[src/rtl/div_seq_if.sv]
// Handshake and data bundle between the EX stage and the divide sequencer.
//
// Handshake: start_i is a level request. The EX stage raises it with the
// operands and holds it until it sees ready_o. The request is taken only in
// a cycle where the sequencer is idle and annul_i is low. Operands are
// captured in that cycle; later changes are ignored. ready_o/result_o then
// stay valid for as long as start_i stays high. Dropping start_i, or raising
// annul_i, releases the result. A new request needs start_i low for at least
// one cycle first. annul_i cancels any pending or in-flight divide.
// stall_req_o asks pipeline control to hold EX while a divide is in flight.
interface div_seq_if #(
  parameter int DW = 32
);
  logic            start_i;
  logic            annul_i;
  logic            signed_div_i;
  logic [DW-1:0]   opdata1_i;
  logic [DW-1:0]   opdata2_i;
  logic [2*DW-1:0] result_o;
  logic            ready_o;
  logic            stall_req_o;

  modport master (
    output start_i, annul_i, signed_div_i, opdata1_i, opdata2_i,
    input  result_o, ready_o, stall_req_o
  );

  modport slave (
    input  start_i, annul_i, signed_div_i, opdata1_i, opdata2_i,
    output result_o, ready_o, stall_req_o
  );
endinterface

[src/rtl/div_seq.sv]
// Radix-2 restoring divider sequencer for DIV/DIVU. It produces one quotient
// bit per cycle from a single DW+1-bit trial subtractor. It returns
// {remainder, quotient} and holds a stall request while a divide is running.
// Optional build macro: DIV_EARLY_OUT_EN. When it is defined, the sequencer
// finishes at once if |dividend| < |divisor|.
// The bus interface must be instantiated with the same DW as this module.
module div_seq #(
  parameter int DW    = 32,
  parameter int CNT_W = 6
) (
  input  logic        clk,
  input  logic        rst,
  div_seq_if.slave    bus,
  output logic [1:0]  state_dbg_o
);

  typedef enum logic [1:0] {
    S_IDLE = 2'd0,
    S_ZERO = 2'd1,
    S_ON   = 2'd2,
    S_END  = 2'd3
  } state_e;

  state_e            state_q, state_d;
  logic [CNT_W-1:0]  cnt_q;
  logic [DW-1:0]     dvd_q;      // dividend magnitude, shifted out MSB first
  logic [DW-1:0]     dvs_q;      // divisor magnitude
  logic [DW-1:0]     rem_q;      // partial remainder
  logic [DW-1:0]     quo_q;      // quotient bits collected so far
  logic              neg_quo_q;
  logic              neg_rem_q;
  logic [2*DW-1:0]   result_q;
  logic              ready_q;

  logic              accept;
  logic              div_zero;
  logic              early_out;
  logic              last_iter;
  logic              stall;
  logic [DW-1:0]     abs1, abs2;
  logic [DW:0]       shifted, trial;
  logic              bit_ok;
  logic [DW-1:0]     rem_nxt, quo_nxt, rem_fin, quo_fin;

  // Take operand magnitudes, evaluate one restoring step, and form the signed result.
  always_comb begin
    accept   = bus.start_i & ~bus.annul_i;
    div_zero = (bus.opdata2_i == '0);
    abs1 = (bus.signed_div_i & bus.opdata1_i[DW-1]) ? -bus.opdata1_i : bus.opdata1_i;
    abs2 = (bus.signed_div_i & bus.opdata2_i[DW-1]) ? -bus.opdata2_i : bus.opdata2_i;
    shifted = {rem_q, dvd_q[DW-1]};
    trial   = shifted - {1'b0, dvs_q};
    bit_ok  = ~trial[DW];
    rem_nxt = bit_ok ? trial[DW-1:0] : shifted[DW-1:0];
    quo_nxt = {quo_q[DW-2:0], bit_ok};
    rem_fin = neg_rem_q ? -rem_nxt : rem_nxt;
    quo_fin = neg_quo_q ? -quo_nxt : quo_nxt;
    last_iter = (cnt_q == CNT_W'(DW - 1));
  end

`ifdef DIV_EARLY_OUT_EN
  assign early_out = (abs1 < abs2);
`else
  assign early_out = 1'b0;
`endif

  // Choose the next sequencer state and raise the stall request.
  always_comb begin
    state_d = state_q;
    stall   = 1'b0;
    case (state_q)
      S_IDLE: begin
        if (accept) begin
          stall = 1'b1;
          if (div_zero)       state_d = S_ZERO;
          else if (early_out) state_d = S_END;
          else                state_d = S_ON;
        end
      end
      S_ZERO: begin
        stall   = ~bus.annul_i;
        state_d = bus.annul_i ? S_IDLE : S_END;
      end
      S_ON: begin
        stall = ~bus.annul_i;
        if (bus.annul_i)    state_d = S_IDLE;
        else if (last_iter) state_d = S_END;
      end
      S_END: begin
        if (!bus.start_i || bus.annul_i) state_d = S_IDLE;
      end
      default: state_d = S_IDLE;
    endcase
  end

  // Hold the sequencer state.
  always_ff @(posedge clk) begin
    if (rst) state_q <= S_IDLE;
    else     state_q <= state_d;
  end

  // Capture operands, run one iteration per cycle, and publish or release the result.
  always_ff @(posedge clk) begin
    if (rst) begin
      cnt_q     <= '0;
      dvd_q     <= '0;
      dvs_q     <= '0;
      rem_q     <= '0;
      quo_q     <= '0;
      neg_quo_q <= 1'b0;
      neg_rem_q <= 1'b0;
      result_q  <= '0;
      ready_q   <= 1'b0;
    end else begin
      ready_q <= (state_d == S_END);
      case (state_q)
        S_IDLE: begin
          if (accept && !div_zero) begin
            dvd_q     <= abs1;
            dvs_q     <= abs2;
            rem_q     <= '0;
            quo_q     <= '0;
            cnt_q     <= '0;
            neg_quo_q <= bus.signed_div_i & (bus.opdata1_i[DW-1] ^ bus.opdata2_i[DW-1]);
            neg_rem_q <= bus.signed_div_i & bus.opdata1_i[DW-1];
            // Early exit: the quotient is 0 and the dividend itself is the remainder.
            if (early_out) result_q <= {bus.opdata1_i, {DW{1'b0}}};
          end
        end
        S_ZERO: result_q <= '0;
        S_ON: begin
          dvd_q <= dvd_q << 1;
          rem_q <= rem_nxt;
          quo_q <= quo_nxt;
          cnt_q <= cnt_q + 1'b1;
          if (last_iter && !bus.annul_i) result_q <= {rem_fin, quo_fin};
        end
        S_END: begin
          if (state_d == S_IDLE) result_q <= '0;
        end
        default: result_q <= '0;
      endcase
    end
  end

  assign bus.result_o    = result_q;
  assign bus.ready_o     = ready_q;
  assign bus.stall_req_o = stall;
  assign state_dbg_o     = state_q;

endmodule

[src/flat_wrapper.sv]
// flat-port wrapper written by rule: the top's interface ports become plain ports
module div_seq_flat 
#(
  parameter int DW    = 32,
  parameter int CNT_W = 6
)
  (clk, rst, state_dbg_o, bus_start_i, bus_annul_i, bus_signed_div_i, bus_opdata1_i, bus_opdata2_i, bus_result_o, bus_ready_o, bus_stall_req_o);
  div_seq_if #(.DW(DW)) bus_i ();
  input  logic clk;
  input  logic rst;
  output logic [1:0] state_dbg_o;
  input wire logic [$bits(bus_i.start_i)-1:0] bus_start_i;
  input wire logic [$bits(bus_i.annul_i)-1:0] bus_annul_i;
  input wire logic [$bits(bus_i.signed_div_i)-1:0] bus_signed_div_i;
  input wire logic [$bits(bus_i.opdata1_i)-1:0] bus_opdata1_i;
  input wire logic [$bits(bus_i.opdata2_i)-1:0] bus_opdata2_i;
  output wire logic [$bits(bus_i.result_o)-1:0] bus_result_o;
  output wire logic [$bits(bus_i.ready_o)-1:0] bus_ready_o;
  output wire logic [$bits(bus_i.stall_req_o)-1:0] bus_stall_req_o;
  assign bus_i.start_i = bus_start_i;
  assign bus_i.annul_i = bus_annul_i;
  assign bus_i.signed_div_i = bus_signed_div_i;
  assign bus_i.opdata1_i = bus_opdata1_i;
  assign bus_i.opdata2_i = bus_opdata2_i;
  assign bus_result_o = bus_i.result_o;
  assign bus_ready_o = bus_i.ready_o;
  assign bus_stall_req_o = bus_i.stall_req_o;
  div_seq #(.DW(DW), .CNT_W(CNT_W)) u_core (.clk(clk), .rst(rst), .bus(bus_i), .state_dbg_o(state_dbg_o));
endmodule
[config.mk]
export PLATFORM = sky130hd
export DESIGN_NAME = div_seq_flat
export DESIGN_NICKNAME = d
export VERILOG_FILES = /design/src/rtl/div_seq_if.sv /design/src/rtl/div_seq.sv /design/src/flat_wrapper.sv
export SDC_FILE = /design/constraint.sdc
export NUM_CORES = 1
export LEC_CHECK = 0
export CORE_ASPECT_RATIO = 0.75
export CORE_MARGIN = 2
export CORE_UTILIZATION = 55
export DETAILED_ROUTE_END_ITERATION = 10
export GPL_ROUTABILITY_DRIVEN = 0
export GPL_TIMING_DRIVEN = 0
export PLACE_DENSITY = 0.78
export SLEW_MARGIN = 5
export SYNTH_ARGS = -nofsm -noshare
export SYNTH_HDL_FRONTEND = slang
export SYNTH_SLANG_ARGS = --single-unit
[constraint.sdc]
create_clock -name clk -period 11.5 [get_ports clk]
set_input_delay 2.3 -clock clk [delete_from_list [all_inputs] [get_ports clk]]
set_output_delay 2.3 -clock clk [all_outputs]
set_load 0.03 [all_outputs]
==> reports/results.tsv <==
metric	value	unit
status	completed	
post-synthesis compound-gate area fraction	0.244	
Layout Area Growth over Synthesis	19.0	%
Post-route DRC	0	
Initial DRT Pass Iterations	6	
overall power	1.82	mW
fin crit period	6.65	ns
RSZ-0062 raised after global routing	false	
later-pin clock latency in the skew report	0.51	ns
worst vdd ir	0.0887	mV
final hold violation count	0	
vias in the first global route	12100	
Hold Startpoint	u_core.bus.result_o[15]$_SDFFE_PP0P_	
Synth area leader	dfxtp_1	
leakage	5.57	nW
xor-xnor portion of the synthesized cell area	0.0974	
sequential area share after synthesis	0.319	
Mean Syn Cell Area	7.47	um^2
crit share post-route	0.579	
Synth top area share	0.319	
layout cell share with drive strength beyond 1	0.0347	
Remaining Overflow, GRT	0	
Ports	137	
chip height	135	um
Starting Density	0.555	
Final Max Tran Viols	0	
pin count of the biggest net entering global routing	15	
Worst-Margin Slew	0.781	ns
Post-synth ARST share	0	
area of the multi-input gates	8000	um^2
num rows	48	
remaining antenna violation count	0	
crit path to	u_core.bus.result_o[62]$_SDFFE_PP0P_	
combinational family with the most area after synthesis	compound AO/OA/AOI/OAI gates	
Post-Synthesis Cells	1698	
R2R Path Start	u_core.dvd_q[31]$_SDFFE_PP0P_	
Main synth FF type	dfxtp_1	
synth warn	0	
Post-synth EDFFs	0	
setup TNS	0	ns
clock sink total	202	
via count	13600	
total track usage	0.325	
worst path required time	11.88	ns
setup slack, reg-to-reg	4.85	ns
worst setup path startpoint	u_core.dvd_q[31]$_SDFFE_PP0P_	
Synth Register Bits	202	
clk root buf	clkbuf_16	
critical path type	flop to flop	
Post-Synth Adder-Cell Area	0.0430	
Post-Synth Simple-Gate Area	0.237	
Mapped Nets	1810	
Synth area leaders	dfxtp_1 (32%), nand2_1 (7.9%), a21oi_1 (6.6%)	
Worst Reg-to-Reg Cells	24	
drt initial violations	1778	
CP max FO	10	
endpoint type of the worst setup path	flop	
WL final	40300	um
Worst Clk Skew	0.0187	ns
Relative slew margins	0.479	
total of max-cap violations	0	
synthesized area	12700	um^2
critical path launch point type	flop	
worst r2r dst	u_core.bus.result_o[62]$_SDFFE_PP0P_	
Clock Tree Buf Depth	3	
overall die width	179	um
cts hold-fix bufs	0	
area of the core	22800	um^2
DP HPWL	30900	um
Via-to-Cell Ratio	6.26	
fin nets	1969	
H-tree levels	1	
FILL cells	2002	
Resized Gates After CTS	0	
hold crit path type	flop to flop	
initial antenna violation count	0	
final setup fails	0	
count of buffers from port buffering	136	
pwr/cell area	120	nW/um^2
drt wl/cell	18.5	um
CTS Buf Count	21	
CTS tree	built	
Fmax	150	MHz
register area	4040	um^2
mux contribution to synthesized area	0.00967	
Synth cell types	76	
cell with the most instances after synthesis	nand2_1	
synth cell count leaders	nand2_1 (267), dfxtp_1 (202), a21oi_1 (167)	
Worst EP arrival	7.04	ns
die footprint	24300	um^2
first-pass GRT wire length	63400	um
Worst-path clk slew	0.06	ns
Post-CTS Setup Bufs	0	
sequential cells by signal, summed over array words and instances (netlist names):
register / flops
u_core.bus.result_o: 64
u_core.dvd_q: 32
u_core.dvs_q: 32
u_core.rem_q: 32
u_core.quo_q: 31
u_core.cnt_q: 6
u_core.state_dbg_o: 2
u_core.bus.ready_o: 1
u_core.neg_quo_q: 1
u_core.neg_rem_q: 1
power breakdown:
part / switching (mW) / leakage (nW) / internal (mW)
clock: 0.289 / 0.327 / 0.392
sequential: 0.00909 / 1.63 / 0.718
combinational: 0.273 / 3.61 / 0.134
routing by layer:
layer	track usage	wire [um]	share of wire
met3	0.0654	4780	0.12
met2	0.479	16700	0.41
met4	0.0793	962	0.024
met1	0.482	17800	0.44
met5	0	0	0
cells in the final DEF, fill, tap and decap left out, types with 13 or more instances in the layout:
cell type        netlist  final
buf_1                 14     14
dfxtp_1              202    202
a21oi_1              167    167
nor4_1                16     16
clkdlybuf4s50_1        0    136
xnor2_1               68     68
or4_1                 15     15
a31oi_1               17     17
nor2_1               150    150
nand4_1               19     19
inv_1                 53     53
nand2_1              267    267
a22oi_1               28     28
a211oi_1              33     33
a32oi_1               23     23
ha_1                  42     42
o21ai_0               96     96
xor2_1                73     73
nor3_1                27     27
clkbuf_16              0     21
o31ai_1               20     20
a21o_1                14     14
clkbuf_1              84     91
o41ai_1               16     16
nand3_1               81     81
or3_1                 19     19
o21a_1                13     13
kinds of logic (layout without fill, tap and decap cells):
kind of cell	after synthesis	in the layout
flip-flops	202	202
AND/OR/NAND/NOR	656	656
buffers and inverters	162	336
multiplexers	12	12
adder cells (fa/ha/maj)	43	43
other	0	1
XOR/XNOR	141	141
AO/OA/AOI/OAI	482	482
worst min-delay path by stage:
stage                                                 to  slack (ns)  cells after the start
CTS                 u_core.bus.result_o[59]$_SDFFE_PP0P_        0.45                      2
finish              u_core.bus.result_o[15]$_SDFFE_PP0P_        0.45                      2
detailed placement  u_core.bus.result_o[59]$_SDFFE_PP0P_        0.44                      2
floorplan                  u_core.dvs_q[22]$_SDFFE_PP0P_        0.43                      2
global route        u_core.bus.result_o[12]$_SDFFE_PP0P_        0.46                      2
global placement    u_core.bus.result_o[31]$_SDFFE_PP0P_        0.44                      2
cell type report:
cell class | instances | share of cell area
sequential | 202 | 0.268
tap | 300 | 0.0249
multi-input combinational | 1334 | 0.530
antenna | 1 | 0.000166
buffer | 108 | 0.0287
timing repair buffer | 136 | 0.0902
clock buffer | 29 | 0.0375
inverter | 54 | 0.0134
clock inverter | 9 | 0.00697
through the flow:
stage               cell area (um^2)  worst slack (ns)  utilization  hold WS [ns]  std cells
finish                         15100              4.85        0.661         0.447       2173
global route                   15100              4.65        0.661         0.461       2172
CTS                            15100              5.15        0.661         0.451       2172
detailed placement             14400              4.91        0.632         0.442       2134
global placement               14400              4.96        0.632         0.437       2134
floorplan                      12700              6.19            -         0.432       1698
worst max-delay path: stages, from the launching register on:
cell and delay (ns):
dfxtp_1 0.43, inv_1 0.08, ha_1 0.19, inv_1 0.07
fa_1 0.25, a211oi_2 0.10, o211ai_1 0.37, a211oi_2 0.19
or3b_1 0.49, a21boi_2 0.54, nor2_4 0.15, inv_2 0.22
clkbuf_1 0.52, clkbuf_1 0.59, o21ai_0 0.29, inv_1 0.10
ha_1 0.26, nand3b_1 0.10, a211oi_1 0.23, nor4_1 0.15
a221oi_1 0.31, nand4_1 0.28, o41ai_2 0.32, xor2_1 0.22
o21ai_1 0.07
Note: power is estimated with default switching activity, not from simulation.
